$ cat config.mk
export PLATFORM = sky130hd
export DESIGN_NAME = cmd_sequencer
export DESIGN_NICKNAME = d
export VERILOG_FILES = /design/src/rtl/cmd_seq_pkg.sv /design/src/rtl/cmd_seq_timeout.sv /design/src/rtl/cmd_sequencer.sv
export SDC_FILE = /design/constraint.sdc
export NUM_CORES = 1
export LEC_CHECK = 0
export ABC_AREA = 1
export BUFFER_PORTS_ARGS = -buffer_cell sky130_fd_sc_hd__buf_4
export CAP_MARGIN = 15
export CORE_MARGIN = 2
export CORE_UTILIZATION = 44
export CTS_CLUSTER_DIAMETER = 200
export DETAILED_ROUTE_END_ITERATION = 10
export PLACE_DENSITY = 0.74
export SYNTH_ARGS = -nofsm -noshare
export SYNTH_HDL_FRONTEND = slang
export SYNTH_SLANG_ARGS = --single-unit
export TNS_END_PERCENT = 100
$ cat constraint.sdc
create_clock -name clk_i -period 2.9 [get_ports clk_i]
set_input_delay 0.145 -clock clk_i [delete_from_list [all_inputs] [get_ports clk_i]]
set_output_delay 0.145 -clock clk_i [all_outputs]
set_load 0.03 [all_outputs]
$ cat src/rtl/cmd_seq_pkg.sv
// cmd_seq_pkg: shared types and constants for the command sequencer.
package cmd_seq_pkg;
    typedef enum logic [0:0] {IDLE = 1'b0, MEM_WAIT = 1'b1} state_e;
    typedef enum logic [1:0] {CFG = 2'd0, WR = 2'd1, RD = 2'd2} kind_e;
    localparam logic [3:0] SEL_NONE = 4'd0;
    localparam logic [3:0] SEL_OPA = 4'd1;
    localparam logic [3:0] SEL_OPB = 4'd2;
    localparam logic [15:0] DIV_RESET = 16'd1;
    function automatic kind_e cmd_kind(input logic cfg, input logic rw);
        return cfg ? CFG : (rw ? WR : RD);
    endfunction
endpackage

$ cat src/rtl/cmd_seq_timeout.sv
// cmd_seq_timeout: counts memory wait cycles without ack; expired_o flags the cycle that reaches TIMEOUT.
module cmd_seq_timeout #(
    parameter int TIMEOUT = 15
) (
    input  logic clk_i,
    input  logic rst_n_i,
    input  logic clr_i,
    input  logic en_i,
    output logic expired_o
);
    logic [7:0] cnt_q;
    assign expired_o = en_i && cnt_q == 8'(TIMEOUT - 1);
    always_ff @(posedge clk_i or negedge rst_n_i) begin
        if (!rst_n_i)
            cnt_q <= '0;
        else if (clr_i)
            cnt_q <= '0;
        else if (en_i)
            cnt_q <= cnt_q + 8'd1;
    end
endmodule

$ cat src/rtl/cmd_sequencer.sv
// cmd_sequencer: decodes host commands into memory read/write or protected divider config.
// Define SEQ_TIMEOUT_EN to abort memory transactions that see no ack within TIMEOUT cycles.
module cmd_sequencer
    import cmd_seq_pkg::*;
#(
    parameter int INBITS = 8,
    parameter int WIDTH = 8,
    parameter int TIMEOUT = 15
) (
    input  logic              clk_i,
    input  logic              rst_n_i,
    input  logic              valid_cmd_i,
    input  logic              rw_i,
    input  logic              config_div_i,
    input  logic              input_key_i,
    input  logic [3:0]        sel_i,
    input  logic [WIDTH-1:0]  addr_i,
    input  logic [31:0]       din_i,
    output logic              busy_o,
    output logic              mem_req_o,
    output logic              mem_we_o,
    output logic [WIDTH-1:0]  mem_addr_o,
    output logic [31:0]       mem_wdata_o,
    input  logic              mem_ack_i,
    input  logic [31:0]       mem_rdata_i,
    output logic [31:0]       dout_o,
    output logic              dout_valid_o,
    output logic [INBITS-1:0] op_a_o,
    output logic [INBITS-1:0] op_b_o,
    output logic [15:0]       div_cfg_o,
    output logic              done_o,
    output logic              cmd_err_o
);
    state_e state_q, state_d;
    logic we_q, we_d, dv_q, dv_d, done_q, done_d, err_q, err_d;
    logic [3:0] sel_q, sel_d;
    logic [WIDTH-1:0] addr_q, addr_d;
    logic [31:0] wdata_q, wdata_d, dout_q, dout_d;
    logic [INBITS-1:0] opa_q, opa_d, opb_q, opb_d;
    logic [15:0] div_q, div_d;
    logic accept, tmo_expired;
    kind_e kind;
    assign accept = valid_cmd_i && state_q == IDLE;
    assign kind = cmd_kind(config_div_i, rw_i);
`ifdef SEQ_TIMEOUT_EN
    cmd_seq_timeout #(.TIMEOUT(TIMEOUT)) u_timeout (
        .clk_i     (clk_i),
        .rst_n_i   (rst_n_i),
        .clr_i     (accept),
        .en_i      (state_q == MEM_WAIT && !mem_ack_i),
        .expired_o (tmo_expired)
    );
`else
    logic unused_timeout;
    assign unused_timeout = ^8'(TIMEOUT);
    assign tmo_expired = 1'b0;
`endif
    always_comb begin
        state_d = state_q;
        we_d = we_q;
        sel_d = sel_q;
        addr_d = addr_q;
        wdata_d = wdata_q;
        dout_d = dout_q;
        opa_d = opa_q;
        opb_d = opb_q;
        div_d = div_q;
        dv_d = 1'b0;
        done_d = 1'b0;
        err_d = 1'b0;
        if (accept) begin
            if (kind == CFG) begin
                if (input_key_i && din_i[15:0] != 16'd0) begin
                    div_d = din_i[15:0];
                    done_d = 1'b1;
                end else
                    err_d = 1'b1;
            end else if (kind == RD && sel_i > SEL_OPB) begin
                err_d = 1'b1;
            end else begin
                state_d = MEM_WAIT;
                we_d = kind == WR;
                sel_d = sel_i;
                addr_d = addr_i;
                wdata_d = din_i;
            end
        end else if (state_q == MEM_WAIT) begin
            // an ack on the timeout edge still completes the command
            if (mem_ack_i) begin
                state_d = IDLE;
                done_d = 1'b1;
                if (!we_q) begin
                    dout_d = mem_rdata_i;
                    dv_d = 1'b1;
                    opa_d = sel_q == SEL_OPA ? mem_rdata_i[INBITS-1:0] : opa_q;
                    opb_d = sel_q == SEL_OPB ? mem_rdata_i[INBITS-1:0] : opb_q;
                end
            end else if (tmo_expired) begin
                state_d = IDLE;
                err_d = 1'b1;
            end
        end
    end
    always_ff @(posedge clk_i or negedge rst_n_i) begin
        if (!rst_n_i) begin
            state_q <= IDLE;
            we_q <= 1'b0;
            sel_q <= SEL_NONE;
            addr_q <= '0;
            wdata_q <= '0;
            dout_q <= '0;
            opa_q <= '0;
            opb_q <= '0;
            div_q <= DIV_RESET;
            dv_q <= 1'b0;
            done_q <= 1'b0;
            err_q <= 1'b0;
        end else begin
            state_q <= state_d;
            we_q <= we_d;
            sel_q <= sel_d;
            addr_q <= addr_d;
            wdata_q <= wdata_d;
            dout_q <= dout_d;
            opa_q <= opa_d;
            opb_q <= opb_d;
            div_q <= div_d;
            dv_q <= dv_d;
            done_q <= done_d;
            err_q <= err_d;
        end
    end
    assign busy_o = state_q == MEM_WAIT;
    assign mem_req_o = state_q == MEM_WAIT;
    assign mem_we_o = we_q;
    assign mem_addr_o = addr_q;
    assign mem_wdata_o = wdata_q;
    assign dout_o = dout_q;
    assign dout_valid_o = dv_q;
    assign op_a_o = opa_q;
    assign op_b_o = opb_q;
    assign div_cfg_o = div_q;
    assign done_o = done_q;
    assign cmd_err_o = err_q;
endmodule

* Yosys cells after proc, flatten, opt, wreduce, memory -nomap -nowiden *
Cells that the tools add are included.

storage, ports and cells
  flip-flop bits (word level) = 113
  output and inout port bits = 110
  word-level logic and storage cells = 55

cells by class
  order comparisons = 1
  eq/ne operators = 6
  multiplexer cells = 20
  bitwise logic cells = 5
  reductions and logical operators = 11

operators by type and width
  kind                                                            count
  2-to-1 mux 1 bit                                                18
  nonzero test 16 bit                                             1
  AND reduction 5 bit                                             2
  AND reduction 3 bit                                             2
  inverter 1 bit                                                  5
  == test 4 x 1 -> 1 bit (second input constant)                  1
  == test 4 x 2 -> 1 bit (second input constant)                  1
  greater-than comparator 4 x 2 -> 1 bit (second input constant)  1
  2-to-1 mux 2 bit                                                2
  inequality test 2 bit (second input constant)                   2
  AND reduction 4 bit                                             1
  logical AND 1 bit                                               3
  == test 2 x 1 -> 1 bit (second input constant)                  1
  == test 2 bit (second input constant)                           1
  zero test 2 bit                                                 1
  AND reduction 2 bit                                             1

* Logic depth before layout (Yosys ltp) *
  depth after elaboration = 7
  mapped depth = 8
  gate-level depth less buffers = 7

* Worst setup path before layout *
Ideal clock, no wire load.

  path type = register to register
  from = register state_q, in the netlist busy_o
  to = register div_q[10], in the netlist div_cfg_o[10]
  data arrival time = 1232 ps
  path slack = 1550 ps
  cell stages (with the launch flop) = 8
  buffers on the path = 1
  period minus slack after synthesis = 1350 ps
  path through = dfrtp_1 > inv_2 > nand2_4 > nor2_8 > nand3_4 > buf_12 > nand2_2 > nand2_1

between the ends
  word-level cells in the longest chain between the ends = 3

ends and longest elaborated chain
  item                           line                  source
  start, declared                cmd_sequencer.sv:34   state_e state_q, state_d;
  start signal, assigned         cmd_sequencer.sv:119  state_q <= state_d;
  inverter 1 bit                 cmd_sequencer.sv:43   assign accept = valid_cmd_i && state_q == IDLE;
  logical AND 1 bit              cmd_sequencer.sv:43
  AND reduction 3 bit (no line)  --
  end signal, assigned           cmd_sequencer.sv:127  div_q <= div_d;
  end, declared                  cmd_sequencer.sv:40   logic [15:0] div_q, div_d;

Every way passes these cells.
A chain may end at the register's enable or synchronous reset.

* Final worst setup path *
  from = register state_q, in the netlist busy_o
  to = register opa_q[1], in the netlist op_a_o[1]

between the ends
  word-level cells in the longest chain between the ends = 4

ends and longest elaborated chain
  item                             line                  source
  inverter 1 bit                   cmd_sequencer.sv:43
  logical AND 1 bit                cmd_sequencer.sv:43
  inverter 1 bit (no line)         --
  AND reduction 5 bit (no line) *  --
  end signal, assigned             cmd_sequencer.sv:125  opa_q <= opa_d;
  end, declared                    cmd_sequencer.sv:39   logic [INBITS-1:0] opa_q, opa_d, opb_q, opb_d;

Every way passes the cells marked *; elsewhere a longest branch is shown, timed or not.

==> results.md <==
Finish:
- The area added between synthesis and finish is 63.3%.
- The number of filler instances in the final layout is 744.
- The total number of nets in the final design is 860.
- The multi-input combinational cells in the finished layout cover a total of 1560 um2.
- Of the cells placed in the final design, the portion with a size suffix greater than 1 is 32.0%.
- Registers take 2830 um2.
- The antenna diode instance count is 0.

Synthesis:
- Of all cell types, the one taking the most synthesized area is sky130_fd_sc_hd__dfrtp_1.
- The number of nets in the synthesized netlist is 590.
- The flip-flop and latch count after synthesis is 113.
- The share of the yosys chip area belonging to registers is 61.8%.
- Sorting the synthesized cells by area gives the leading types as sky130_fd_sc_hd__dfrtp_1 (61%), sky130_fd_sc_hd__nand2_1 (21%), sky130_fd_sc_hd__nand3_1 (4.6%).
- Dividing the synthesized area by the synthesized cell count gives 9.03 um2.
- The netlist uses 24 different library cells.
- The mapped netlist covers 4580 um2.
- The share of the synthesized area in the top cell type is 61.2%.
- The post-synthesis cell count is 507.
- The count of yosys warnings during synthesis is 0.

STA:
- Setup repair after global routing left no endpoint under its margin.
- The total setup violations reported at the end of the flow is 0.
- The worst path needs 2.07 ns of the cycle, external delays included.
- The transition time of the tightest slew-check pin is 0.871 ns.
- The worst-case setup margin in the final layout is 0.833 ns.
- The total negative setup slack is 0 ns.
- Headroom to the max-slew limit came out at 42.0%.
- The final critical-path share of the clock period is 71.3%.
- The max-slew violation count was 0.
- The fmax is 484 MHz.
- The total count of hold-check failures in the final report is 0.
- The maximum clock skew at final layout is 0.0176 ns.
- The tightest hold path in the finished design has a slack of 0.0505 ns.

Pwr:
- Cell internal power was estimated by the tool at 4.05 mW.
- The clock share of power is 32.9%.
- Power spread over the standard cell area amounts to 842 nW/um2.
- Per report_power, the sequential group accounts for 34.7% of the total.
- Combinational cells account for 32.4% of the total power.
- The maximum vdd drop is 0.445 mV.
- The switching power of the nets is 2.24 mW.
- Of the total power, the share spent switching nets is 35.6%.
- Summed over all cells, the static leakage comes to 4.10 nW.

Clocking:
- In this run, CTS created clock tree buffers numbering 17.
- The clock tree buffer depth is 2.
- The count of H-tree levels built during CTS is 4.
- The clock tree from TritonCTS is built.
- The clock latency of the later-clocked register in the worst-skew pair is 0.51 ns.
- The cell at the root of the clock tree is sky130_fd_sc_hd__clkbuf_8.
- After clock tree synthesis, the clock-pin slew on the worst setup and hold paths is 0.06 ns.
- The total number of clock tree sinks is 113.
- In this run, post-CTS hold repair placed 81 buffers.
- The number of setup buffers added after CTS is 0.
- Post-CTS repair changed the size of 0 cells.

Worst setup path:
- The worst register-to-register path ends at op_a_o[1].
- The type of the worst setup path is flop to flop.
- In this run the worst path has a maximum fanout of 35.
- On the worst path, the slowest cell contributes a delay of 0.59 ns.
- Walking the worst path, the cells encountered are nand3b_4 -> inv_2 -> nand2_2 -> inv_2 -> nand2_1 -> nand2_1.
- The worst endpoint data arrival time is 2.50 ns.
- The required time of the critical path is 3.34 ns.
- Measured in cells, the most critical reg-to-reg path has a length of 6.
- The origin of the critical flop-to-flop path is busy_o.
- Among cell families on the critical path, the largest total delay comes from buffers and inverters.
- The sort of element at the start of the critical path is a flop.
- The sum of buffers and inverters on the critical path is 2.
- STA classifies the critical path endpoint as a flop.
- The slack of the worst reg-to-reg path is 0.83 ns.
- The slowest cell on the critical path is sky130_fd_sc_hd__inv_2.

Floorplanning:
- The die is 106 um wide.
- The region available for standard cell placement spans 10200 um2.
- The initial utilization of the core area, before any placement, comes to 44.8%.
- The I/O pin total is 193.
- From bottom edge to top edge, the die measures 106 um.
- In this run the core area contains 37 standard-cell rows.
- The die covers 11200 um2.

Global routing:
- The via count of the first global-routing pass came to 4559.
- Global routing consumed, on the met3 layer, 8.15% of the routing resources.
- The global-route wire length before repair is 22600 um.
- Entering global routing, the biggest net connects 68 pins.
- Global routing used 25.6% of the available tracks across all layers.
- The leftover overflow at the end of global routing is 0.
- The layer flagged by global routing as most heavily used is met2.
- The met1 routing resource usage after global routing is 31.1%.
- The number of antenna violations at the first check in global routing is 0.
- For this run, global-route usage on met2 was measured as 42.9%.

Min path:
- The worst hold path terminates at cmd_err_o.
- The type of the tightest min-delay check is input port to flop.
- The startpoint identified for the worst hold timing path is valid_cmd_i.
- The cell count of the worst hold path is 5.

Route:
- The DRC violation total after the first TritonRoute iteration is 311.
- The mean number of vias per cell is 4.90.
- The detailed router placed 4535 vias in this run.
- The final antenna-violating net count is 0.
- The number of DRC violations after detailed routing is 0.
- In the final routed layout, each cell accounts on average for 15.1 um.
- The routed design has 14000 um of wire.
- Before antenna repair, the detailed router went through 7 iterations.

Run status:
- The flow ran to the end, and the final reports show no timing, DRC or antenna violations.

Placed design:
- The worst slack at placement is 0.856 ns.
- The routability-driven placement congestion ratio is 0.872.
- The HPWL reported at the end of detailed placement is 8670 um.
- In this run the tool buffered the top-level ports with 192 buffer cells.

Flow run:
- Max-cap violations in this run came to 0.
## cells by family (layout without fill, tap and decap cells)
| group | count (synthesis) | count (layout) | synth area share [%] |
|---|---|---|---|
| compound gates | 6 | 6 | 0.656 |
| buf+inv | 36 | 319 | 4.26 |
| simple gates | 352 | 352 | 33.3 |
| flops | 113 | 113 | 61.8 |
## sequential cells by signal, indices dropped and copies added (netlist names), 4 cells and up
register	cells
dout_o	32
mem_wdata_o	32
op_b_o	8
op_a_o	8
sel_q	4
div_cfg_o	16
mem_addr_o	8
## worst register-to-register path, stage by stage, from the launching register on
cell and delay [ns]:
sky130_fd_sc_hd__dfrtp_1 0.45, sky130_fd_sc_hd__nand3b_4 0.35, sky130_fd_sc_hd__inv_2 0.60, sky130_fd_sc_hd__nand2_2 0.27, sky130_fd_sc_hd__inv_2 0.19, sky130_fd_sc_hd__nand2_1 0.08
sky130_fd_sc_hd__nand2_1 0.07
## worst max-delay path by stage
stage / cells past startpoint / from / slack, ns / endpoint
floorplan: 7 / busy_o / 1.55 / div_cfg_o[10]
global placement: 6 / busy_o / 1.01 / op_b_o[6]
detailed placement: 6 / busy_o / 0.86 / op_a_o[1]
CTS: 6 / busy_o / 0.85 / op_a_o[1]
global route: 6 / busy_o / 0.59 / op_a_o[1]
finish: 6 / busy_o / 0.83 / op_a_o[1]
## stage by stage
stage | utilization [%] | power (mW) | area (um2) | std cells
detailed placement | 59.3 | 4.14 | 6070 | 813
global route | 73.1 | 6.58 | 7480 | 926
floorplan | - | 3.29 | 4580 | 507
global placement | 59.3 | 4.11 | 6070 | 813
finish | 73.1 | 6.29 | 7480 | 926
CTS | 73.1 | 6.31 | 7480 | 926
## layout by cell type (no fill, tap or decap), types with 2 or more instances in the layout
cell                            count
sky130_fd_sc_hd__nand2_1          258
sky130_fd_sc_hd__buf_4            194
sky130_fd_sc_hd__dfrtp_1          112
sky130_fd_sc_hd__dlygate4sd3_1     81
sky130_fd_sc_hd__nand3_1           42
sky130_fd_sc_hd__nand4_1           16
sky130_fd_sc_hd__clkbuf_16         16
sky130_fd_sc_hd__nor2_1            14
sky130_fd_sc_hd__nand2_2           12
sky130_fd_sc_hd__inv_2              6
sky130_fd_sc_hd__inv_1              5
sky130_fd_sc_hd__a21oi_1            4
sky130_fd_sc_hd__clkinvlp_4         4
sky130_fd_sc_hd__nand2_4            3
sky130_fd_sc_hd__bufinv_16          3
sky130_fd_sc_hd__clkinv_2           3
sky130_fd_sc_hd__nor3_1             2
sky130_fd_sc_hd__clkbuf_8           2
sky130_fd_sc_hd__clkinv_4           2
## power by group through the flow
stage          logic [mW]  clock network (mW)  registers [mW]
4_1_cts              2.03                2.10            2.18
3_3_place_gp         1.92                   0            2.19
2_1_floorplan       0.397                   0            2.90
5_1_grt              2.17                2.18            2.22
3_5_place_dp         1.94                   0            2.20
6_report             2.04                2.07            2.18
## per-layer routing
layer	part of all wire (%)	vias to the layer above	wire, um
li1	-	2146	-
met1	40	2146	5590
met2	50	211	7000
met4	2.5	0	357
met3	7.7	32	1070
met5	0	-	0
## area by class of cell
type,instances,share of cell area (%)
clock inverters,13,2.16
clock buffers,19,5.77
multi-input cells,358,20.8
inverters,11,0.552
well taps,136,2.28
repair buffers,276,30.6
flip-flops and latches,113,37.8
## synthesized netlist by cell type
cell,n
sky130_fd_sc_hd__a21oi_1,4
sky130_fd_sc_hd__buf_12,1
sky130_fd_sc_hd__buf_2,14
sky130_fd_sc_hd__buf_4,5
sky130_fd_sc_hd__buf_6,1
sky130_fd_sc_hd__clkbuf_1,4
sky130_fd_sc_hd__dfrtp_1,112
sky130_fd_sc_hd__dfstp_2,1
sky130_fd_sc_hd__inv_1,5
sky130_fd_sc_hd__inv_2,6
sky130_fd_sc_hd__nand2_1,258
sky130_fd_sc_hd__nand2_2,12
sky130_fd_sc_hd__nand2_4,3
sky130_fd_sc_hd__nand3_1,42
sky130_fd_sc_hd__nand3_4,1
sky130_fd_sc_hd__nand3b_4,1
sky130_fd_sc_hd__nand4_1,16
sky130_fd_sc_hd__nor2_1,14
sky130_fd_sc_hd__nor2_2,1
sky130_fd_sc_hd__nor2_4,1
sky130_fd_sc_hd__nor2_8,1
sky130_fd_sc_hd__nor3_1,2
sky130_fd_sc_hd__o21ai_0,1
sky130_fd_sc_hd__o21ai_1,1
Power figures use the tool's default switching activity.
